$ cat src/rtl/flippy_pkg.sv
// Shared types, constants and helpers for the falling-letter playfield columns.
package flippy_pkg;

  typedef enum logic [2:0] {
    IDLE,
    SPAWN,
    FALL,
    HIT,
    LANDED
  } col_state_t;

  localparam logic [7:0] LETTER_A = 8'h41;

  // Row period for a difficulty level; the reduction saturates at the floor instead of wrapping.
  function automatic int unsigned period_for_level(
    input int unsigned level,
    input int unsigned base,
    input int unsigned step,
    input int unsigned min_period
  );
    longint unsigned dec;
    dec = 64'(level) * 64'(step);
    if (dec >= 64'(base)) return min_period;
    if ((64'(base) - dec) < 64'(min_period)) return min_period;
    return base - 32'(dec);
  endfunction

  // Off-screen row index used while the column shows no letter.
  function automatic int unsigned hidden_pos(input int unsigned rows);
    return rows + 1;
  endfunction

endpackage

$ cat src/rtl/letter_lfsr.sv
// Free-running 16-bit Galois LFSR with mapping onto a contiguous range of letter codes.
module letter_lfsr
  import flippy_pkg::*;
#(
  parameter logic [15:0]          SEED         = 16'hACE1,
  parameter int unsigned          LETTER_W     = 8,
  parameter logic [LETTER_W-1:0]  LETTER_BASE  = LETTER_W'(LETTER_A),
  parameter int unsigned          LETTER_RANGE = 26
) (
  input  logic                clock,
  input  logic                reset_signal,
  output logic [LETTER_W-1:0] o_candidate
);

  localparam logic [15:0] TAPS = 16'hB400;

  logic [15:0] r_lfsr;
  logic [15:0] w_offset;

  // Advances every clock so spawn timing never correlates with the letter chosen.
  always_ff @(posedge clock or posedge reset_signal) begin
    if (reset_signal) begin
      r_lfsr <= SEED;
    end else if (r_lfsr[0]) begin
      r_lfsr <= (r_lfsr >> 1) ^ TAPS;
    end else begin
      r_lfsr <= r_lfsr >> 1;
    end
  end

  assign w_offset    = r_lfsr % 16'(LETTER_RANGE);
  assign o_candidate = LETTER_BASE + LETTER_W'(w_offset);

endmodule

$ cat src/rtl/letter_column_ctrl.sv
// One playfield column: spawns a random letter, drops it at a level-dependent rate,
// clears it on a matching key and ends the game if it reaches the landing row.
module letter_column_ctrl
  import flippy_pkg::*;
#(
  parameter int unsigned         ROWS         = 22,
  parameter int unsigned         POS_W        = 5,
  parameter int unsigned         LETTER_W     = 8,
  parameter logic [LETTER_W-1:0] LETTER_BASE  = LETTER_W'(LETTER_A),
  parameter int unsigned         LETTER_RANGE = 26,
  parameter int unsigned         BASE_PERIOD  = 50000000,
  parameter int unsigned         PERIOD_STEP  = 4000000,
  parameter int unsigned         MIN_PERIOD   = 5000000,
  parameter int unsigned         LEVEL_W      = 4,
  parameter int unsigned         RESPAWN_GAP  = 25000000,
  parameter logic [15:0]         LFSR_SEED    = 16'hACE1
) (
  input  logic                clock,
  input  logic                reset_signal,
  input  logic                enable,
  input  logic [LEVEL_W-1:0]  speed_level,
  input  logic [LETTER_W-1:0] key_code,
  input  logic                key_valid,
  output logic [POS_W-1:0]    ypos,
  output logic [LETTER_W-1:0] letter,
  output logic                active,
  output logic                hit,
  output logic                game_over
);

  localparam int unsigned CNT_W = $clog2(BASE_PERIOD + 1);
  localparam int unsigned GAP_W = $clog2(RESPAWN_GAP + 1);
  localparam logic [POS_W-1:0] HIDDEN   = POS_W'(hidden_pos(ROWS));
  localparam logic [POS_W-1:0] LAND_ROW = POS_W'(ROWS);
  localparam logic [GAP_W-1:0] GAP_LAST = GAP_W'(RESPAWN_GAP - 1);

  col_state_t          r_state;
  logic [CNT_W-1:0]    r_fall_cnt;
  logic [CNT_W-1:0]    r_period;
  logic [GAP_W-1:0]    r_gap_cnt;
  logic [POS_W-1:0]    r_ypos;
  logic [LETTER_W-1:0] r_letter;
  logic                r_active;
  logic                r_hit;
  logic                r_game_over;

  logic [LETTER_W-1:0] w_candidate;
  logic [CNT_W-1:0]    w_period;
  logic [POS_W-1:0]    w_ypos_next;
  logic                w_key_match;

  letter_lfsr #(
    .SEED         (LFSR_SEED),
    .LETTER_W     (LETTER_W),
    .LETTER_BASE  (LETTER_BASE),
    .LETTER_RANGE (LETTER_RANGE)
  ) u_lfsr (
    .clock        (clock),
    .reset_signal (reset_signal),
    .o_candidate  (w_candidate)
  );

  assign w_period    = CNT_W'(period_for_level(32'(speed_level), BASE_PERIOD,
                                               PERIOD_STEP, MIN_PERIOD));
  assign w_ypos_next = r_ypos + POS_W'(1);
  assign w_key_match = key_valid && (key_code == r_letter);

  // Column FSM; the period is latched at each reload so level changes land on row boundaries.
  always_ff @(posedge clock or posedge reset_signal) begin
    if (reset_signal) begin
      r_state     <= IDLE;
      r_fall_cnt  <= '0;
      r_period    <= '0;
      r_gap_cnt   <= '0;
      r_ypos      <= HIDDEN;
      r_letter    <= '0;
      r_active    <= 1'b0;
      r_hit       <= 1'b0;
      r_game_over <= 1'b0;
    end else begin
      r_hit <= 1'b0;
      case (r_state)
        IDLE: begin
          r_ypos <= HIDDEN;
          if (enable) r_state <= SPAWN;
        end
        SPAWN: begin
          r_letter   <= w_candidate;
          r_ypos     <= '0;
          r_active   <= 1'b1;
          r_fall_cnt <= '0;
          r_period   <= w_period;
          r_state    <= FALL;
        end
        FALL: begin
          // A matching key beats a simultaneous landing tick.
          if (w_key_match) begin
            r_hit      <= 1'b1;
            r_active   <= 1'b0;
            r_ypos     <= HIDDEN;
            r_fall_cnt <= '0;
            r_gap_cnt  <= '0;
            r_state    <= HIT;
          end else if (enable) begin
            if (r_fall_cnt == r_period - CNT_W'(1)) begin
              r_fall_cnt <= '0;
              r_period   <= w_period;
              r_ypos     <= w_ypos_next;
              if (w_ypos_next == LAND_ROW) begin
                r_game_over <= 1'b1;
                r_active    <= 1'b0;
                r_state     <= LANDED;
              end
            end else begin
              r_fall_cnt <= r_fall_cnt + CNT_W'(1);
            end
          end
        end
        HIT: begin
          if (enable) begin
            if (r_gap_cnt == GAP_LAST) begin
              r_gap_cnt <= '0;
              r_state   <= SPAWN;
            end else begin
              r_gap_cnt <= r_gap_cnt + GAP_W'(1);
            end
          end
        end
        LANDED: begin
          r_active    <= 1'b0;
          r_game_over <= 1'b1;
        end
        default: r_state <= IDLE;
      endcase
    end
  end

  assign ypos      = r_ypos;
  assign letter    = r_letter;
  assign active    = r_active;
  assign hit       = r_hit;
  assign game_over = r_game_over;

endmodule

$ cat config.mk
export PLATFORM = sky130hd
export DESIGN_NAME = letter_column_ctrl
export DESIGN_NICKNAME = d
export VERILOG_FILES = /design/src/rtl/flippy_pkg.sv /design/src/rtl/letter_lfsr.sv /design/src/rtl/letter_column_ctrl.sv
export SDC_FILE = /design/constraint.sdc
export NUM_CORES = 1
export LEC_CHECK = 0
export ABC_AREA = 1
export CORE_ASPECT_RATIO = 1.2
export CORE_MARGIN = 4
export CORE_UTILIZATION = 35
export CTS_BUF_LIST = sky130_fd_sc_hd__clkbuf_16
export DETAILED_ROUTE_END_ITERATION = 12
export DONT_BUFFER_PORTS = 1
export MAX_ROUTING_LAYER = met4
export PLACE_DENSITY = 0.61
export SYNTH_ARGS = -nofsm -noshare
export SYNTH_HDL_FRONTEND = slang
export SYNTH_SLANG_ARGS = --single-unit
export TNS_END_PERCENT = 5
$ cat constraint.sdc
create_clock -name clock -period 7.23 [get_ports clock]
set_input_delay 1.446 -clock clock [delete_from_list [all_inputs] [get_ports clock]]
set_output_delay 1.446 -clock clock [all_outputs]
set_load 0.02 [all_outputs]
### Yosys cells after proc, flatten, opt, wreduce, memory -nomap -nowiden

Index checks and enable logic that the tools add are counted.

* bits in registers: 112
* input bits: 16
* output and inout bits: 16
* logic and storage cells: 100

* add/sub/neg operators: 7
* multipliers: 1
* divide/modulo/power cells: 1
* $lt $le $gt $ge: 2
* equality and inequality tests: 19
* muxes and demuxes: 44
* bitwise logic cells: 2
* reduce and logical (&&, ||, !) cells: 14

Operator list (count)
* 26-bit two-way mux: 8
* 26-bit one-hot mux with 2 select lines: 2
* 25-bit two-way mux: 3
* 64-bit by 23-bit < comparator with 1-bit output, second input constant: 1
* 25-bit one-hot mux with 2 select lines: 1
* 23-bit two-way mux: 2
* 26-bit by 26-bit subtractor with 27-bit output, first input constant: 1
* 26-bit by 1-bit adder with 26-bit output, second input constant: 1
* 26-bit == test: 1
* 26-bit >= comparator, second input constant: 1
* 26-bit by 1-bit subtractor with 26-bit output, second input constant: 1
* 26-bit subtractor, first input constant: 1
* 25-bit by 1-bit adder with 25-bit output, second input constant: 1
* 25-bit == test, second input constant: 1
* 3-bit two-way mux: 7
* 4-bit by 14-bit multiplier with 18-bit output, second input constant: 1
* 16-bit by 5-bit remainder unit with 16-bit output, second input constant: 1
* 16-bit two-way mux: 1
* 2-bit inequality test, second input constant: 8
* 5-bit two-way mux: 3
* 3-bit one-hot mux with 5 select lines: 1
* 5-bit one-hot mux with 3 select lines: 1
* 1-bit two-way mux: 13
* 3-bit inequality test, second input constant: 3
* 20 further kinds: 26

### Depth between registers and ports, before layout

* depth in word-level cells: 11
* depth in mapped cells: 64

### Hierarchy

A second synthesis with hierarchy kept.

* cell total of the unflattened synthesis: 1273
* area, all modules: 8742.1 um^2

Modules (own cells, without submodules)
* letter_column_ctrl: times used 1, cells an instance 965, area each 6761.5 um^2, seq. area each 2257.2 um^2
* letter_lfsr: times used 1, cells an instance 308, area each 1980.6 um^2, seq. area each 410.4 um^2

### Worst setup path after synthesis

Ideal clock, no wire load.

* path type: reg-to-reg
* from: register u_lfsr.r_lfsr[13]
* to: register r_letter[4], in the netlist letter[4]
* setup time: 117 ps
* arrival time: 5013 ps
* required time: 7113 ps
* path slack: 2101 ps
* stages on the path, launching flop included: 58
* period minus slack after synthesis: 5129 ps
* cells stage by stage: dfstp_2 > nor2_2 > inv_1 > nand2_1 > nand2_2 > nand2_1 > inv_1 > nand3_1 > nand2_2 > inv_2 > nand3_4 > nand2_2 > a21oi_2 > nand3_4 > nand2_4 > nand2_2 > a21boi_2 > inv_2 > [22 not listed] > nand2_2 > nand2_2 > nand2_1 > nand2_2 > nor2_2 > nand2_2 > nand2_1 > nand2_1 > nand2_2 > nand2_2 > nand2_4 > nand3_1 > and2_1 > ha_1 > nand3_1 > o21ai_1 > nand2_1 > nand2_1

* cells in the longest elaborated chain, start to end: 2

RTL lines
* start, declared: line letter_lfsr.sv:17 `logic [15:0] r_lfsr;`
* start signal, assigned: line letter_lfsr.sv:25 `r_lfsr <= (r_lfsr >> 1) ^ TAPS;`
* start signal, assigned: line letter_lfsr.sv:27 `r_lfsr <= r_lfsr >> 1;`
* 16-bit by 5-bit remainder unit with 16-bit output: line letter_lfsr.sv:31 `assign w_offset = r_lfsr % 16'(LETTER_RANGE);`
* 7-bit by 8-bit adder with 8-bit output: line letter_lfsr.sv:32 `assign o_candidate = LETTER_BASE + LETTER_W'(w_offset);`
* end signal, assigned: line letter_column_ctrl.sv:88 `r_letter <= w_candidate;`
* end, declared: line letter_column_ctrl.sv:42 `logic [LETTER_W-1:0] r_letter;`

No other way between the ends.
A chain may end at the register's enable or synchronous reset.

### Final worst setup path

Same ends and word-level chain as after synthesis.

==> metrics.md <==
| Metric | Value |
|---|---|
| Status | completed |
| Peak supply drop | around 0.000080 V |
| Final worst-path cycle share | about four fifths |
| Worst Skew | 0.00982 ns |
| Synthesized area | approximately 0.0079 mm² |
| Post-Route Setup TNS | 0 ns |
| Critical path required time | between 7 and 8 ns |
| Unrepaired setup endpoints after global routing | no |
| Final setup vio count | 0 |
| CP delay by family, top | simple AND/OR/NAND/NOR gates |
| Clk slew on worst S/H paths | about 0.07 ns |
| Final setup margin | around 1.5 ns |
| Avg WL per Cell | 11.6 µm |
| Initial antenna violation count | 0 |
| Unique cell type count in the Yosys netlist | 50 |
| HPWL after DPL | between 10000 and 15000 µm |
| Clock Path Buffers | 2 |
| Critical path's slowest cell | dfstp_2 |
| CP Max Fanout | 6 |
| Top cells by area, synth | dfrtp_1 30%, nand2_1 9.8%, inv_1 8.4%, xor2_1 7.4%, nor2_1 4.9% |
| Worst path bufs/invs | 5 |
| Die Width | about 150 µm |
| Warnings, synthesis | 0 |
| Std-Cell Rows | 60 |
| Die Ht | between 150 and 200 µm |
| Layout cell share with drive strength beyond 1 | just over 10% |
| H-tree levels | 3 |
| CTS Hold Buffers Added | 0 |
| Fin. Hold Viols | 0 |
| DRC Markers | 0 |
| Area growth from synthesis to layout | 7.52% |
| Pre-antenna DRT Iters | 4 |
| Post-Route WL | between 15000 and 20000 µm |
| Max-slew headroom | between 40% and 50% |
| Top-area cell type share of the netlist area | a little under 30% |
| Clk root buf | clkbuf_16 |
| Routed vias | ~6.7k |
| Top Ports | 32 |
| Worst R2R Path Depth | 51 |
| First-pass GRT wire length | between 20000 and 30000 µm |
| GRT Resource Usage Total | around 14% |
| Minimum clock period | around 5.7 ns |
| Cell taking the most area after synthesis | dfrtp_1 |
| Slew @ Worst Pin | roughly 0.76 ns |
| Clock Latency Late Sink | between 0.3 and 0.4 ns |
| Core Footprint | 0.0224 mm² |
| Grt ovf | 0 |
| Power density over cell area | around 150 mW/mm² |
| Die area | ~0.025 mm² |
| Post-cts resize count | 0 |
| Setup Slack @ Placement | 1.49 ns |
| Fmax | between 150 and 200 MHz |
| Arrival time at the worst endpoint | ~6.0 ns |
| Pleak | between 4 and 5 nW |
| Fraction of registers with async set or reset after synthesis | 100% |
| Worst Hold Launch | u_lfsr.r_lfsr[7]$_DFF_PP1_ |
| Nature of the critical path endpoint | flop |
| Reg2reg setup slack | roughly 1.5 ns |
| CP peak stage delay | slightly below 0.6 ns |
| Total CTS buffers | 9 |
| CTS tree | done |
| R2R Path End | letter[4]$_DFFE_PP0P_ |
| WS Path Type | flop to flop |
| Post-synthesis sequential area ratio | 33.7% |
| ANT nets after route | 0 |
| Antenna fix cells | 0 |
| Top_reg_cell synth | dfrtp_1 |
| Number of DRC markers in iteration 0 | approximately 270 |
| Critical Path Source Type | flop |
| Nets | ~1.1k |
| CTS sink cnt | between 100 and 150 |
| Flop and latch count out of synthesis | 106 |
| Hold Path Class | flop to flop |
| Hold depth | 0 |
| Synthesized area per cell | approximately 7.3 µm² |
| Post-CTS setup buffer count | 0 |
| Post-synth EDFFs | 0 |
| Starting Density | between 30% and 40% |
| GPL Wtd Cong | 0.821 |
| Port Buffers | 0 |
| Hold_ws | 0.392 ns |
| Vias/cell | between 4 and 5 |
| Largest net degree at the start of global routing | 62 |
| Mapped Cells | approximately 1.1k |
| Max_cap viols | 0 |
| RR Startpoint | u_lfsr.r_lfsr[13]$_DFF_PP1_ |
| Syn Nets | 1138 |
| Worst Hold End | u_lfsr.r_lfsr[6]$_DFF_PP1_ |
| Fin. max-slew vios | 0 |
| Vias in the first global route | about 6.5k |
[sequential cells by signal, summed over array words and instances (netlist names)]
name,cells
letter,8
ypos,5
hit,1
game_over,1
r_period,20
active,1
r_state,3
u_lfsr.r_lfsr,16
r_fall_cnt,26
r_gap_cnt,25
[kinds of logic (layout without fill, tap and decap cells)]
group	count (synthesis)	in the layout	share of synthesized area, %
AND/OR/NAND/NOR	535	535	32.1
buffers and inverters	202	212	9.58
AO/OA/AOI/OAI	131	131	9.83
flip-flops	106	106	33.7
XOR/XNOR	82	82	9.07
adder cells (fa/ha/maj)	33	33	5.69
[power by group]
part	internal, mW	switching, mW
clock	0.230	0.219
combinational	0.0695	0.129
sequential	0.611	0.0159
total	0.910	0.365
[per-stage QoR]
| stage | total power, mW | util [%] | std cells | cell area, µm² |
|---|---|---|---|---|
| after global placement | 0.837 | 36.9 | 1362 | 8250 |
| final | 1.28 | 38.1 | 1378 | 8510 |
| after floorplan | 0.798 | - | 1089 | 7920 |
| after detailed placement | 0.838 | 36.9 | 1362 | 8250 |
| after CTS | 1.29 | 38.1 | 1378 | 8510 |
| after global routing | 1.35 | 38.1 | 1378 | 8510 |
[synth_stat cells, drive strengths merged (6+ instances only)]
cell,n
a21oi,34
nand3,85
nor4,12
xnor2,15
nor3,40
ha,28
nand2,247
o21ai,62
or2,6
inv,192
dfrtp,94
a31oi,6
clkbuf,7
dfstp,12
xor2,67
nor2,113
nand4,21
[cell type report]
type | count | area [µm²]
well taps | 279 | 349
clock inverters | 7 | 37.5
inverters | 195 | 734
flip-flops and latches | 106 | 2670
fillers | 2369 | 13900
clock buffers | 9 | 225
multi-input cells | 781 | 4490
repair buffers | 1 | 7.51
[worst register-to-register path, delay by kind of cell (launching register included)]
kind | cells | cell delay, ns
DFF | 1 | 0.59
and+or+nand+nor | 40 | 3.84
adders and majority gates | 1 | 0.19
AOI/OAI and AO/OA | 5 | 0.70
buffers and inverters | 5 | 0.32
[per-layer routing]
| metal | wire, µm | GRT usage (%) | share of wire (%) | vias to the layer above |
|---|---|---|---|---|
| met3 | 534 | 1.55 | 3.3 | 13 |
| met5 | 0 | - | 0 | - |
| met4 | 228 | 4.59 | 1.4 | 0 |
| met1 | 7330 | 16.5 | 46 | 3077 |
| li1 | - | - | - | 3506 |
| met2 | 7940 | 23.6 | 50 | 84 |
[worst max-delay path by stage]
stage,startpoint,endpoint,slack (ns),cells after the start
after floorplan,u_lfsr.r_lfsr[13]$_DFF_PP1_,letter[4]$_DFFE_PP0P_,2.10,57
after global placement,u_lfsr.r_lfsr[13]$_DFF_PP1_,letter[4]$_DFFE_PP0P_,1.63,54
after detailed placement,u_lfsr.r_lfsr[13]$_DFF_PP1_,letter[4]$_DFFE_PP0P_,1.49,56
after CTS,u_lfsr.r_lfsr[13]$_DFF_PP1_,letter[4]$_DFFE_PP0P_,1.46,52
after global routing,u_lfsr.r_lfsr[13]$_DFF_PP1_,letter[2]$_DFFE_PP0P_,0.73,57
final,u_lfsr.r_lfsr[13]$_DFF_PP1_,letter[4]$_DFFE_PP0P_,1.49,51
[layout by cell type (no fill, tap or decap), drive strengths merged, types with 15 or more instances in the layout]
cell | Yosys | final
dfrtp | 94 | 94
nand2 | 247 | 247
ha | 28 | 28
xnor2 | 15 | 15
inv | 192 | 193
xor2 | 67 | 67
nand4 | 21 | 21
o21ai | 62 | 62
nor2 | 113 | 113
nor3 | 40 | 40
a21oi | 34 | 34
nand3 | 85 | 85
No activity file was read; power rests on OpenSTA's default activity.
